[src/rtl/mips_pkg.sv]
// Shared types and widths for the MIPS pipeline slice: memory-stage FSM states
// and the architectural word/register-address widths.
package mips_pkg;

    localparam int WORD_W = 32;
    localparam int REG_AW = 5;
    localparam logic [REG_AW-1:0] REG_ZERO = 5'd0;

    typedef enum logic [1:0] {
        IDLE = 2'd0,
        REQ  = 2'd1,
        RESP = 2'd2
    } memState_t;

endpackage

[src/rtl/mem_align_chk.sv]
// Word-alignment check for load/store effective addresses.
// Active only when MEM_ALIGN_CHECK_EN is defined; otherwise the flag is constant 0.
module mem_align_chk
    import mips_pkg::*;
(
    input  logic [1:0] addrLow,
    input  logic       memOp,
    output logic       misaligned
);

`ifdef MEM_ALIGN_CHECK_EN
    assign misaligned = memOp && (addrLow != 2'b00);
`else
    logic unusedInputs;
    assign unusedInputs = &{1'b0, addrLow, memOp};
    assign misaligned   = 1'b0;
`endif

endmodule

[src/rtl/mem_stage.sv]
// Load/store memory stage: req/ack word transaction on the data bus, upstream stall
// and registered register-file writeback. Optional macro: MEM_ALIGN_CHECK_EN.
module mem_stage
    import mips_pkg::*;
(
    input  logic              clk,
    input  logic              rst,
    input  logic              Read,
    input  logic              Write,
    input  logic [WORD_W-1:0] ALUResult,
    input  logic [REG_AW-1:0] ALUResultRegAddr,
    input  logic [WORD_W-1:0] RtData,
    output logic              mem_req,
    output logic              mem_we,
    output logic [WORD_W-1:0] mem_addr,
    output logic [WORD_W-1:0] mem_wdata,
    input  logic              mem_ack,
    input  logic [WORD_W-1:0] mem_rdata,
    output logic              stall,
    output logic              wb_valid,
    output logic [REG_AW-1:0] wb_addr,
    output logic [WORD_W-1:0] wb_data,
    output logic              excp
);

    memState_t         state;
    memState_t         stateNext;
    logic              memOp;
    logic              misaligned;
    logic              launch;
    logic [REG_AW-1:0] destReg;

    assign memOp  = Read | Write;
    assign launch = (state == IDLE) && memOp && !misaligned;

    mem_align_chk uAlignChk (
        .addrLow    (ALUResult[1:0]),
        .memOp      (memOp),
        .misaligned (misaligned)
    );

    always_ff @(posedge clk or posedge rst) begin
        if (rst) state <= IDLE;
        else     state <= stateNext;
    end

    always_comb begin
        stateNext = state;
        case (state)
            IDLE:    if (launch) stateNext = REQ;
            REQ:     if (mem_ack) stateNext = RESP;
            RESP:    stateNext = IDLE;
            default: stateNext = IDLE;
        endcase
    end

    always_comb begin
        mem_req = (state == REQ);
        stall   = !rst && (launch || (state == REQ));
    end

    // Bus-side registers: captured once at launch so they stay constant through REQ.
    // Low address bits are forced to 00; with the alignment check on, only aligned
    // addresses ever launch, so this is a no-op there.
    always_ff @(posedge clk or posedge rst) begin
        if (rst) begin
            mem_addr  <= '0;
            mem_wdata <= '0;
            mem_we    <= 1'b0;
            destReg   <= REG_ZERO;
        end else if (launch) begin
            mem_addr  <= {ALUResult[WORD_W-1:2], 2'b00};
            mem_wdata <= RtData;
            mem_we    <= Write;
            destReg   <= ALUResultRegAddr;
        end
    end

    always_ff @(posedge clk or posedge rst) begin
        if (rst) begin
            wb_valid <= 1'b0;
            wb_addr  <= REG_ZERO;
            wb_data  <= '0;
        end else begin
            wb_valid <= 1'b0;
            case (state)
                IDLE: begin
                    if (!memOp) begin
                        wb_data  <= ALUResult;
                        wb_addr  <= ALUResultRegAddr;
                        wb_valid <= (ALUResultRegAddr != REG_ZERO);
                    end
                end
                REQ: begin
                    if (mem_ack && !mem_we) begin
                        wb_data  <= mem_rdata;
                        wb_addr  <= destReg;
                        wb_valid <= (destReg != REG_ZERO);
                    end
                end
                default: ;
            endcase
        end
    end

`ifdef MEM_ALIGN_CHECK_EN
    always_ff @(posedge clk or posedge rst) begin
        if (rst) excp <= 1'b0;
        else     excp <= (state == IDLE) && misaligned;
    end
`else
    assign excp = 1'b0;
`endif

endmodule

[config.mk]
export PLATFORM = sky130hd
export DESIGN_NAME = mem_stage
export DESIGN_NICKNAME = d
export VERILOG_FILES = /design/src/rtl/mips_pkg.sv /design/src/rtl/mem_align_chk.sv /design/src/rtl/mem_stage.sv
export SDC_FILE = /design/constraint.sdc
export NUM_CORES = 1
export LEC_CHECK = 0
export ABC_AREA = 1
export CORE_MARGIN = 1
export CORE_UTILIZATION = 38
export CTS_CLUSTER_SIZE = 30
export DETAILED_ROUTE_END_ITERATION = 16
export PLACE_DENSITY = 0.77
export SYNTH_ARGS = -nofsm -noshare
export SYNTH_HDL_FRONTEND = slang
export SYNTH_SLANG_ARGS = --single-unit
export TNS_END_PERCENT = 1
[constraint.sdc]
create_clock -name clk -period 3.5 [get_ports clk]
set_input_delay 0.7 -clock clk [delete_from_list [all_inputs] [get_ports clk]]
set_output_delay 0.7 -clock clk [all_outputs]
set_load 0.01 [all_outputs]
==> metrics.md <==
| Metric | Value |
|---|---|
| Setup violations, final | `0` |
| Post-synthesis cell type count | `16` |
| N_diodes | `0` |
| IO Port Bufs | `208` |
| Max clock buf depth | `2` |
| Num rows | `40` |
| Largest family of logic cells by synthesized area | `simple AND/OR/NAND/NOR gates` |
| Place WS | `668 ps` |
| Setup Fix Bufs, Post-CTS | `0` |
| Adder-cell share of the synthesized area | `0%` |
| Most frequent cells in the layout | `314 x nand2_1, 208 x clkdlybuf4s50_1, 108 x dfrtp_1, 101 x nand3_1, 13 x inv_1` |
| Final Hold Vio Count | `0` |
| Multi-input gate area | `1820 um2` |
| Post-DR wirelength/cell | `14.9 um` |
| Filler instances | `1086` |
| Xor/xnor share of the synthesized area | `0%` |
| Vias in the first global route | `4702` |
| Layout cell share with drive strength beyond 1 | `4.15%` |
| Gr ovfl total | `0` |
| Nets | `896` |
| Clock slew at reported path FFs | `70 ps` |
| Comb power frac | `49.1%` |
| Via count | `4717` |
| Ports | `212` |
| RSZ-0062 raised after global routing | `no` |
| First-pass GRT wire length | `23100 um` |
| Starting Density | `39.4%` |
| H-Tree Level Count | `3` |
| Root buf cell | `clkbuf_16` |
| Post-CTS sizing | `0` |
| Type of origin of the critical path | `primary input` |
| Max Cap Viol | `0` |
| Sequential power share | `33.9%` |
| Fin crit period | `2830 ps` |
| Max Fanout on Critical Path | `3` |
| CTS tree | `built` |
| Syn Area/Cell | `7.91 um2` |
| Core ar. | `12100 um2` |
| Worst rel slew slack | `40.2%` |
| Max-slew violation count | `0` |
| Status | `complete, no violations` |
| FF+latch area | `2700 um2` |
| Final ANT Viol Nets | `0` |
| First-pass DRT Iterations | `5` |
| Largest net degree at the start of global routing | `74` |
| Pwr Density | `890 nW/um2` |
| Hold slack | `475 ps` |
| Synthesis Warnings | `0` |
| Final setup margin | `667 ps` |
| CTS sink count | `108` |
| Worst EP arrival | `2130 ps` |
| Initial antenna violation count | `0` |
| Crit-path cells | `clkdlybuf4s50_1 -> inv_1 -> nand2_2 -> nand2_2 -> a21oi_1 -> clkdlybuf4s50_1` |
| Max rail drop VDD | `0.000547 V` |
| Pint | `4.00 mW` |
| Area Overhead vs Synth | `52.3%` |
| Die footprint | `13000 um2` |
| Synth Area in Compound Gates | `0.944%` |
| Synthesized cell area | `4770 um2` |
| CP Data Required Time | `2800 ps` |
| Horiz. Die Dim | `114 um` |
| Worst-margin pin slew | `897 ps` |
| Gate count after technology mapping | `603` |
| Setup tns final | `0 ps` |
| Worst Skew | `4.07 ps` |
| Sw frac | `38.1%` |
| Most common cell after layout, fill and taps aside | `nand2_1` |
| Clk_lat worst skew | `350 ps` |
| Yosys reg bits | `108` |
| CTS Hold Bufs | `0` |
| Critical path's largest stage delay | `570 ps` |
| GRT Util Overall | `22.9%` |
| Gpl congestion | `0.800` |
| Drt drc | `0` |
| Endpoint class of the critical path | `output port` |
| Synth Area in Simple Gates | `36.6%` |
| Fin crit share | `80.9%` |
| Non-Filler Instances | `963` |
| Achievable frequency | `0.353 GHz` |
| Mux cell area share after synthesis | `0%` |
| CP Class | `primary input to output port` |
| Hold Crit Class | `flop to flop` |
| Crit path buf inv count | `3` |
| Starting DRT DRC Count | `305` |
| Post-DP HPWL | `9440 um` |
| Die Y | `114 um` |
| Num CTS Buffers | `9` |
| Static leakage | `3.63 nW` |
| CP delay by family, top | `buffers and inverters` |
| P_sw | `2.46 mW` |
| CP max-delay cell | `clkdlybuf4s50_1` |
| Vias/cell | `4.90` |
| Sequential-to-total area share from yosys stat | `56.6%` |
| Clk pwr share | `17.0%` |
| Routed Wire Length | `14300 um` |
| # placed instances | `947` |
## path summary, 6_finish.rpt
kind                              start            to  cells past startpoint  slack, ps
max                               Write         stall                      6        670
min                        mem_addr[22]  mem_addr[22]                      2        470
max reg2reg                    state[0]   wb_data[10]                      6       1280
min reg2reg                mem_addr[22]  mem_addr[22]                      2        470
max in group asynchronous           rst    wb_addr[2]                      3       1870
min in group asynchronous           rst  mem_addr[28]                      3        880
## per-layer routing
metal,wire length (um),vias up,track usage (%)
li1,-,2251,-
met1,6160,2220,28.7
met2,6590,225,37.9
met3,1320,21,5.98
met4,273,0,8.57
met5,0,-,0
## cell usage after synthesis
library cell	number	area [um2]
nand2_1	316	1190
buf_2	30	150
nor2_1	3	11.3
conb_1	1	3.75
inv_1	14	52.6
inv_2	1	3.75
clkbuf_1	5	18.8
nand2_2	2	12.5
a21oi_1	1	5.00
buf_1	3	11.3
buf_4	5	37.5
o21ai_0	8	40.0
nand4_1	3	18.8
nand3_1	102	510
dfrtp_1	108	2700
nor2_2	1	6.26
## cell type report
type	instances	area share [%]
Inverter	15	0.827
Clock inverter	6	1.21
Clock buffer	10	3.29
Timing Repair Buffer	217	29.6
Multi-Input combinational cell	439	25.0
Sequential cell	108	37.2
Tap cell	168	2.89
## stage by stage
step | util [%] | area (um2) | total power, mW
after floorplan | - | 4780 | 3.74
after detailed placement | 57.3 | 6940 | 5.40
after global routing | 60.0 | 7270 | 6.94
after global placement | 57.3 | 6940 | 5.31
final | 60.0 | 7270 | 6.46
after CTS | 60.0 | 7270 | 6.53
## cells by family (layout without fill, tap and decap cells)
logic type,Yosys count,after routing
buffers and inverters,58,248
and+or+nand+nor,427,427
DFF,108,108
other,1,3
AOI/OAI and AO/OA,9,9
## sequential cells by signal (all words and copies together) (netlist names)
name	cells
wb_valid	1
state	2
wb_data	32
mem_wdata	32
mem_addr	30
destReg	5
mem_we	1
wb_addr	5
## tightest hold or removal path, cell delays in order (launching register included)
cell	delay, ps
dfrtp_1	350
nand2_1	50
nand2_1	50
## power groups by stage
stage                     Clock (mW)  Combinational [mW]  Sequential (mW)
after CTS                       1.13                3.20             2.19
final                           1.10                3.17             2.19
after global placement             0                3.13             2.18
after global routing            1.18                3.49             2.26
after detailed placement           0                3.19             2.20
after floorplan                    0                1.31             2.43
Power figures use the tool's default switching activity.
